File: src/rtl/servile_spi_ram_if.sv
// Wishbone-style memory bus between the servile arbiter and the SPI SRAM bridge.
interface servile_spi_ram_if;
  logic [31:0] adr;
  logic [31:0] dat;
  logic [3:0]  sel;
  logic        we;
  logic        stb;
  logic [31:0] rdt;
  logic        ack;

  modport master (output adr, dat, sel, we, stb, input rdt, ack);
  modport slave  (input adr, dat, sel, we, stb, output rdt, ack);
endinterface

File: src/rtl/servile_spi_ram.sv
// Wishbone to 23LC-style SPI SRAM bridge (mode 0, READ 0x03 / WRITE 0x02).
// Define SERVILE_SPI_RAM_SEL_MERGE_EN to merge contiguous byte enables into one WRITE.
module servile_spi_ram #(
  parameter int AW      = 17,
  parameter int CLK_DIV = 1
) (
  input  logic               i_clk,
  input  logic               i_rst_n,
  servile_spi_ram_if.slave   wb,
  output logic               o_spi_sck,
  output logic               o_spi_cs_n,
  output logic               o_spi_mosi,
  input  logic               i_spi_miso
);

  localparam int DW = (CLK_DIV > 1) ? $clog2(CLK_DIV) : 1;
  localparam logic [DW-1:0] DIV_LAST = DW'(CLK_DIV - 1);

  typedef enum logic [2:0] {IDLE, CMD, ADDR, DATA, GAP, ACK} state_e;

  state_e          state_q, state_d;
  logic [DW-1:0]   div_q, div_d;
  logic            sck_q, sck_d;
  logic            cs_n_q, cs_n_d;
  logic [63:0]     tx_q, tx_d;
  logic [31:0]     rx_q, rx_d;
  logic [4:0]      bit_q, bit_d;
  logic [2:0]      nbytes_q, nbytes_d;
  logic [3:0]      pend_q, pend_d;
  logic [AW-3:0]   adr_q, adr_d;
  logic [31:0]     dat_q, dat_d;
  logic            we_q, we_d;
  logic            ack_q, ack_d;
  logic [31:0]     rdt_q, rdt_d;

  logic [3:0]      run_src;
  logic [3:0]      run_m;
  logic [1:0]      run_lo;
  logic            unused_adr;

  // Bytes serviced by the next WRITE: lowest set bit, plus its contiguous neighbours when merging.
  function automatic logic [3:0] run_mask(input logic [3:0] pend);
    logic [3:0] m;
    logic       open_run;
    m        = '0;
    open_run = 1'b1;
    for (int i = 0; i < 4; i++) begin
      if (pend[i] && open_run) begin
        m[i] = 1'b1;
`ifndef SERVILE_SPI_RAM_SEL_MERGE_EN
        open_run = 1'b0;
`endif
      end else if (m != 4'b0000) begin
        open_run = 1'b0;
      end
    end
    return m;
  endfunction

  function automatic logic [1:0] low_index(input logic [3:0] m);
    logic [1:0] lo;
    lo = 2'd0;
    for (int i = 3; i >= 0; i--) begin
      if (m[i]) lo = 2'(i);
    end
    return lo;
  endfunction

  function automatic logic [2:0] byte_count(input logic [3:0] m);
    return {2'b00, m[0]} + {2'b00, m[1]} + {2'b00, m[2]} + {2'b00, m[3]};
  endfunction

  function automatic logic [63:0] build_tx(input logic we, input logic [AW-3:0] word,
                                           input logic [31:0] dat, input logic [1:0] lo);
    logic [23:0] addr;
    logic [31:0] sh;
    addr = 24'({word, lo});
    sh   = we ? (dat >> {lo, 3'b000}) : 32'h0;
    return {(we ? 8'h02 : 8'h03), addr, sh[7:0], sh[15:8], sh[23:16], sh[31:24]};
  endfunction

  assign run_src    = (state_q == IDLE) ? wb.sel : pend_q;
  assign run_m      = run_mask(run_src);
  assign run_lo     = low_index(run_m);
  assign unused_adr = ^{wb.adr[31:AW], wb.adr[1:0]};

  always_comb begin
    state_d  = state_q;
    div_d    = div_q;
    sck_d    = sck_q;
    cs_n_d   = cs_n_q;
    tx_d     = tx_q;
    rx_d     = rx_q;
    bit_d    = bit_q;
    nbytes_d = nbytes_q;
    pend_d   = pend_q;
    adr_d    = adr_q;
    dat_d    = dat_q;
    we_d     = we_q;
    ack_d    = 1'b0;
    rdt_d    = rdt_q;

    case (state_q)
      IDLE: begin
        if (wb.stb && !ack_q) begin
          adr_d  = wb.adr[AW-1:2];
          dat_d  = wb.dat;
          we_d   = wb.we;
          div_d  = '0;
          sck_d  = 1'b0;
          bit_d  = '0;
          pend_d = '0;
          if (!wb.we) begin
            tx_d     = build_tx(1'b0, wb.adr[AW-1:2], wb.dat, 2'd0);
            nbytes_d = 3'd4;
            cs_n_d   = 1'b0;
            state_d  = CMD;
          end else if (wb.sel == 4'b0000) begin
            state_d = ACK;
          end else begin
            tx_d     = build_tx(1'b1, wb.adr[AW-1:2], wb.dat, run_lo);
            nbytes_d = byte_count(run_m);
            pend_d   = wb.sel & ~run_m;
            cs_n_d   = 1'b0;
            state_d  = CMD;
          end
        end
      end

      CMD, ADDR, DATA: begin
        if (div_q == DIV_LAST) begin
          div_d = '0;
          if (!sck_q) begin
            sck_d = 1'b1;
            if (state_q == DATA && !we_q) rx_d = {rx_q[30:0], i_spi_miso};
          end else begin
            sck_d = 1'b0;
            tx_d  = {tx_q[62:0], 1'b0};
            bit_d = bit_q + 5'd1;
            if (state_q == CMD && bit_q == 5'd7) begin
              bit_d   = '0;
              state_d = ADDR;
            end else if (state_q == ADDR && bit_q == 5'd23) begin
              bit_d   = '0;
              state_d = DATA;
            end else if (state_q == DATA && bit_q == 5'({nbytes_q, 3'b000} - 6'd1)) begin
              bit_d   = '0;
              tx_d    = '0;
              cs_n_d  = 1'b1;
              state_d = GAP;
            end
          end
        end else begin
          div_d = div_q + DW'(1);
        end
      end

      GAP: begin
        if (div_q == DIV_LAST) begin
          div_d = '0;
          if (pend_q != 4'b0000) begin
            tx_d     = build_tx(1'b1, adr_q, dat_q, run_lo);
            nbytes_d = byte_count(run_m);
            pend_d   = pend_q & ~run_m;
            cs_n_d   = 1'b0;
            state_d  = CMD;
          end else begin
            state_d = ACK;
          end
        end else begin
          div_d = div_q + DW'(1);
        end
      end

      ACK: begin
        ack_d   = 1'b1;
        if (!we_q) rdt_d = {rx_q[7:0], rx_q[15:8], rx_q[23:16], rx_q[31:24]};
        state_d = IDLE;
      end

      default: state_d = IDLE;
    endcase
  end

  // Reset drops SCK and raises CS_n immediately, abandoning any transaction without an ack.
  always_ff @(posedge i_clk or negedge i_rst_n) begin
    if (!i_rst_n) begin
      state_q  <= IDLE;
      div_q    <= '0;
      sck_q    <= 1'b0;
      cs_n_q   <= 1'b1;
      tx_q     <= '0;
      rx_q     <= '0;
      bit_q    <= '0;
      nbytes_q <= '0;
      pend_q   <= '0;
      adr_q    <= '0;
      dat_q    <= '0;
      we_q     <= 1'b0;
      ack_q    <= 1'b0;
      rdt_q    <= '0;
    end else begin
      state_q  <= state_d;
      div_q    <= div_d;
      sck_q    <= sck_d;
      cs_n_q   <= cs_n_d;
      tx_q     <= tx_d;
      rx_q     <= rx_d;
      bit_q    <= bit_d;
      nbytes_q <= nbytes_d;
      pend_q   <= pend_d;
      adr_q    <= adr_d;
      dat_q    <= dat_d;
      we_q     <= we_d;
      ack_q    <= ack_d;
      rdt_q    <= rdt_d;
    end
  end

  assign o_spi_sck  = sck_q;
  assign o_spi_cs_n = cs_n_q;
  assign o_spi_mosi = tx_q[63];
  assign wb.rdt     = rdt_q;
  assign wb.ack     = ack_q;

endmodule

File: src/flat_wrapper.sv
// flat-port wrapper written by rule: the top's interface ports become plain ports
module servile_spi_ram_flat 
#(
  parameter int AW      = 17,
  parameter int CLK_DIV = 1
)
  (i_clk, i_rst_n, o_spi_sck, o_spi_cs_n, o_spi_mosi, i_spi_miso, wb_adr, wb_dat, wb_sel, wb_we, wb_stb, wb_rdt, wb_ack);
  servile_spi_ram_if wb_i ();
  input  logic i_clk;
  input  logic i_rst_n;
  output logic o_spi_sck;
  output logic o_spi_cs_n;
  output logic o_spi_mosi;
  input  logic i_spi_miso;
  input wire logic [$bits(wb_i.adr)-1:0] wb_adr;
  input wire logic [$bits(wb_i.dat)-1:0] wb_dat;
  input wire logic [$bits(wb_i.sel)-1:0] wb_sel;
  input wire logic [$bits(wb_i.we)-1:0] wb_we;
  input wire logic [$bits(wb_i.stb)-1:0] wb_stb;
  output wire logic [$bits(wb_i.rdt)-1:0] wb_rdt;
  output wire logic [$bits(wb_i.ack)-1:0] wb_ack;
  assign wb_i.adr = wb_adr;
  assign wb_i.dat = wb_dat;
  assign wb_i.sel = wb_sel;
  assign wb_i.we = wb_we;
  assign wb_i.stb = wb_stb;
  assign wb_rdt = wb_i.rdt;
  assign wb_ack = wb_i.ack;
  servile_spi_ram #(.AW(AW), .CLK_DIV(CLK_DIV)) u_core (.i_clk(i_clk), .i_rst_n(i_rst_n), .wb(wb_i), .o_spi_sck(o_spi_sck), .o_spi_cs_n(o_spi_cs_n), .o_spi_mosi(o_spi_mosi), .i_spi_miso(i_spi_miso));
endmodule
File: config.mk
export PLATFORM = sky130hd
export DESIGN_NAME = servile_spi_ram_flat
export DESIGN_NICKNAME = d
export VERILOG_FILES = /design/src/rtl/servile_spi_ram_if.sv /design/src/rtl/servile_spi_ram.sv /design/src/flat_wrapper.sv
export SDC_FILE = /design/constraint.sdc
export NUM_CORES = 1
export LEC_CHECK = 0
export BUFFER_PORTS_ARGS = -buffer_cell sky130_fd_sc_hd__buf_2
export CORE_ASPECT_RATIO = 1.75
export CORE_UTILIZATION = 30
export CTS_CLUSTER_SIZE = 16
export DETAILED_ROUTE_END_ITERATION = 6
export GPL_ROUTABILITY_DRIVEN = 0
export PLACE_DENSITY_LB_ADDON = 0.12
export SETUP_SLACK_MARGIN = 0.15
export SYNTH_ARGS = -nofsm -noshare
export SYNTH_HDL_FRONTEND = slang
export SYNTH_SLANG_ARGS = --single-unit
File: constraint.sdc
create_clock -name i_clk -period 2.8 [get_ports i_clk]
set_input_delay 0.14 -clock i_clk [delete_from_list [all_inputs] [get_ports i_clk]]
set_output_delay 0.14 -clock i_clk [all_outputs]
set_load 0.02 [all_outputs]
==> flow_summary_export.csv <==
group,metric,value,unit
status,outcome,"completed",
logic_synthesis,synth_warnings,0,
grt,grtUsageMet3,3.104,%
cts,cts_tree,"yes",
power,p_leak,5.466,nW
power,p_sw,1.657,mW
floorplanning,rows,85,
logic_synthesis,synth_edf_count,0,
worst_setup_path,path_max_fanout,32,
sta,rsz0062_at_grt,"yes",
grt,busiest_layer,"met2",
cts,clockBufferDepth,2,
power,sw_frac_of_total,27.18,%
run,drv_cap,0,
route,drt_iter0_drc,436,
grt,first_global_vias,8228,
grt,use_met2,33.76,%
worst_setup_path,crit_path_end_kind,"flop",
sta,fin_crit,2.572,ns
sta,skew,0.01229,ns
floorplanning,die_area,0.03231,sq mm
route,routedWlPerCell,18.82,microns
route,dr.pass1.iters,5,
power,p_per_area,525.4,mW/mm^2
worst_setup_path,start_kind,"input port",
route,vias,7868,
final_layout,drive_gt1_share,22.04,%
cts,clkSinkCount,193,
power,report.power.total,6.096,mW
placement,dp_hpwl,18930,microns
sta,hold_violations,0,
placement,port_buffers,91,
logic_synthesis,ys.flop_type,"dfrtp_1",
final_layout,final_nets,1168,
worst_setup_path,cp.arrival,2.95,ns
route,drt_wl_total,28190,microns
final_layout,antenna_cells,0,
power,irDropWorstVdd,451.0,uV
cts,cts_setup_buffers,0,
grt,gr-usage-all-layers,18.27,%
grt,antenna_found_initial,0,
logic_synthesis,netlist_area,0.009472,sq mm
worst_setup_path,crit_type,"in -> reg",
floorplanning,die_w,136.3,microns
cts,clkLatencyLatePin,0.45,ns
sta,fmax,0.3888,GHz
logic_synthesis,synth_async_sr_flop_share,100.0,%
floorplanning,boundaryPins,109,
sta,setup_tns,0,ns
final_layout,fill_cells,3113,
grt,met1_usage,20.01,%
sta,holdWs,0.02869,ns
sta,setup_viol,0,
cts,root_buffer,"clkbuf_16",
sta,min_period_over_period,91.87,%
logic_synthesis,syn_nets,1042,
logic_synthesis,synthesis.instances,968,
sta,slew_headroom,31.08,%
logic_synthesis,synth.distinct_cells,62,
sta,drv_slew,0,
worst_setup_path,worst_ep_required_time,3.18,ns
floorplanning,core_area,0.03095,sq mm
power,seqPwrFrac,51.3,%
final_layout,syn_to_final_growth,22.51,%
floorplanning,start_util,30.60,%
logic_synthesis,seq_area_frac_synth,51.00,%
route,via_per_inst,5.252,
grt,grt_pass1_wl,44960,microns
logic_synthesis,ys_ff_latch,193,
grt,grt_overflow,0,
route,antenna_left,0,
cts,cts_buffers,17,
sta,worst_pin_slew,1.034,ns
logic_synthesis,synth_area_per_cell,9.785,sq um
min_path,min_path_type,"in -> reg",
grt,grt_max_degree,71,
worst_setup_path,r2r_cells,6,
floorplanning,die_y,237.1,microns
min_path,hold_depth,3,
power,p_comb_share,8.5,%
route,drc,0,
cts,cts_max_level,4,
cts,clk_pin_slew,0.08,ns
power,pwr-share-clk,40.2,%
power,p_int,4.439,mW
[logic make-up (layout without fill, tap and decap cells)]
logic type | Yosys count | in the layout | share of synthesized area [%]
flops | 193 | 193 | 51.00
mux | 94 | 94 | 10.96
simple gates | 354 | 354 | 15.98
compound gates | 247 | 247 | 18.03
buf+inv | 78 | 217 | 3.791
xor+xnor | 1 | 1 | 0.09249
fa+ha+maj | 1 | 1 | 0.1321
[path summary, 6_finish.rpt]
path / start / to / slack, ns
setup / recovery: wb_sel[3] / u_core.tx_q[9] / 0.23
hold / removal: wb_we / u_core.we_q / 0.03
setup reg to reg: u_core.state_q[0] / u_core.tx_q[30] / 0.24
hold reg to reg: u_core.adr_q[7] / u_core.adr_q[7] / 0.48
max in group asynchronous: i_rst_n / u_core.dat_q[25] / 1.75
min in group asynchronous: i_rst_n / u_core.wb.rdt[26] / 0.26
[Yosys cell counts (all sizes together) (17+ instances only)]
| master | instances | share of area, % |
|---|---|---|
| nand3 | 20 | 1.1 |
| o21ai | 19 | 1.0 |
| nor2 | 82 | 3.3 |
| mux2 | 65 | 7.7 |
| a221oi | 17 | 1.6 |
| dfrtp | 192 | 51 |
| clkbuf | 38 | 1.5 |
| mux2i | 28 | 3.0 |
| nand2 | 196 | 7.8 |
| buf | 35 | 2.1 |
| a221o | 20 | 2.1 |
| a31oi | 33 | 2.2 |
| a21oi | 96 | 5.1 |
[through the flow]
| stage | utilization (%) | area, sq um | std cells | setup WS, ns |
|---|---|---|---|---|
| 2_1_floorplan | - | 9472 | 968 | 0.4632 |
| 3_3_place_gp | 34.02 | 10530 | 1416 | 0.2355 |
| 3_5_place_dp | 34.02 | 10530 | 1416 | 0.2310 |
| 4_1_cts | 37.47 | 11600 | 1498 | 0.2174 |
| 5_1_grt | 37.49 | 11600 | 1498 | 0.1114 |
| 6_report | 37.49 | 11600 | 1498 | 0.2277 |
[metal layers]
layer	vias up	wire, microns
met5	-	0
met4	0	848
met3	43	936
met2	192	15310
met1	3913	11090
li1	3720	-
[power groups by stage]
stage / Clock (mW) / Sequential [mW] / Combinational [mW]
2_1_floorplan: 0 / 3.12 / 0.278
3_3_place_gp: 0 / 3.18 / 0.463
3_5_place_dp: 0 / 3.19 / 0.470
4_1_cts: 2.53 / 3.13 / 0.526
5_1_grt: 2.63 / 3.16 / 0.581
6_report: 2.45 / 3.13 / 0.516
[area by class of cell]
| class | count | area [sq um] | share of cell area, % |
|---|---|---|---|
| clock inverters | 14 | 140.1 | 1.208 |
| flip-flops and latches | 193 | 4832 | 41.64 |
| inverters | 5 | 18.77 | 0.1617 |
| multi-input cells | 697 | 4320 | 37.23 |
| clock buffers | 18 | 429.2 | 3.699 |
| well taps | 391 | 489.2 | 4.216 |
| repair buffers | 180 | 1374 | 11.84 |
[critical path, stage by stage]
cell and delay, ns:
dlygate4sd3_1 0.54, buf_2 0.13, nor2_1 0.34, a311o_1 0.29, a21oi_2 0.09, a31oi_4 0.81
buf_4 0.38, a21oi_1 0.06, a21oi_1 0.15
[cell usage in the layout, fill, tap and decap left out, types with 3 or more instances in the layout]
| cell | Yosys | final |
|---|---|---|
| nand2_1 | 196 | 196 |
| dfrtp_1 | 192 | 191 |
| a21oi_1 | 95 | 95 |
| buf_2 | 17 | 90 |
| nor2_1 | 81 | 80 |
| mux2_2 | 65 | 65 |
| dlygate4sd3_1 | 0 | 50 |
| a31oi_1 | 32 | 32 |
| buf_4 | 6 | 29 |
| mux2i_1 | 27 | 27 |
| a221o_1 | 20 | 20 |
| nand3_1 | 19 | 19 |
| o21ai_0 | 17 | 17 |
| a221oi_1 | 17 | 17 |
| clkbuf_16 | 0 | 17 |
| or3_1 | 15 | 15 |
| a22o_1 | 15 | 15 |
| o32a_1 | 10 | 10 |
| o22a_1 | 9 | 9 |
| buf_12 | 0 | 9 |
| nor2b_1 | 9 | 8 |
| a32o_1 | 8 | 8 |
| nand2b_1 | 8 | 7 |
| inv_6 | 0 | 6 |
| inv_1 | 5 | 5 |
| and2_1 | 5 | 5 |
| and3_1 | 5 | 5 |
| nand3b_1 | 3 | 3 |
| o21a_1 | 3 | 3 |
| inv_8 | 0 | 3 |
[what timing repair did]
action | CTS | global route
hold buffers | 50 | 0
endpoints found under the setup margin | 0 | 23
endpoints found under the hold margin | 116 | 0
gates resized for setup | 0 | 4
[flip-flops by register name, summed over array words and instances (netlist names)]
| name | count |
|---|---|
| u_core.tx_q | 64 |
| u_core.o_spi_sck | 1 |
| u_core.wb.ack | 1 |
| u_core.nbytes_q | 2 |
| u_core.wb.rdt | 32 |
| u_core.pend_q | 4 |
| u_core.adr_q | 15 |
| u_core.dat_q | 32 |
| u_core.we_q | 1 |
| u_core.rx_q | 32 |
| u_core.o_spi_cs_n | 1 |
| u_core.state_q | 3 |
| u_core.bit_q | 5 |
Note: power is estimated with default switching activity, not from simulation.
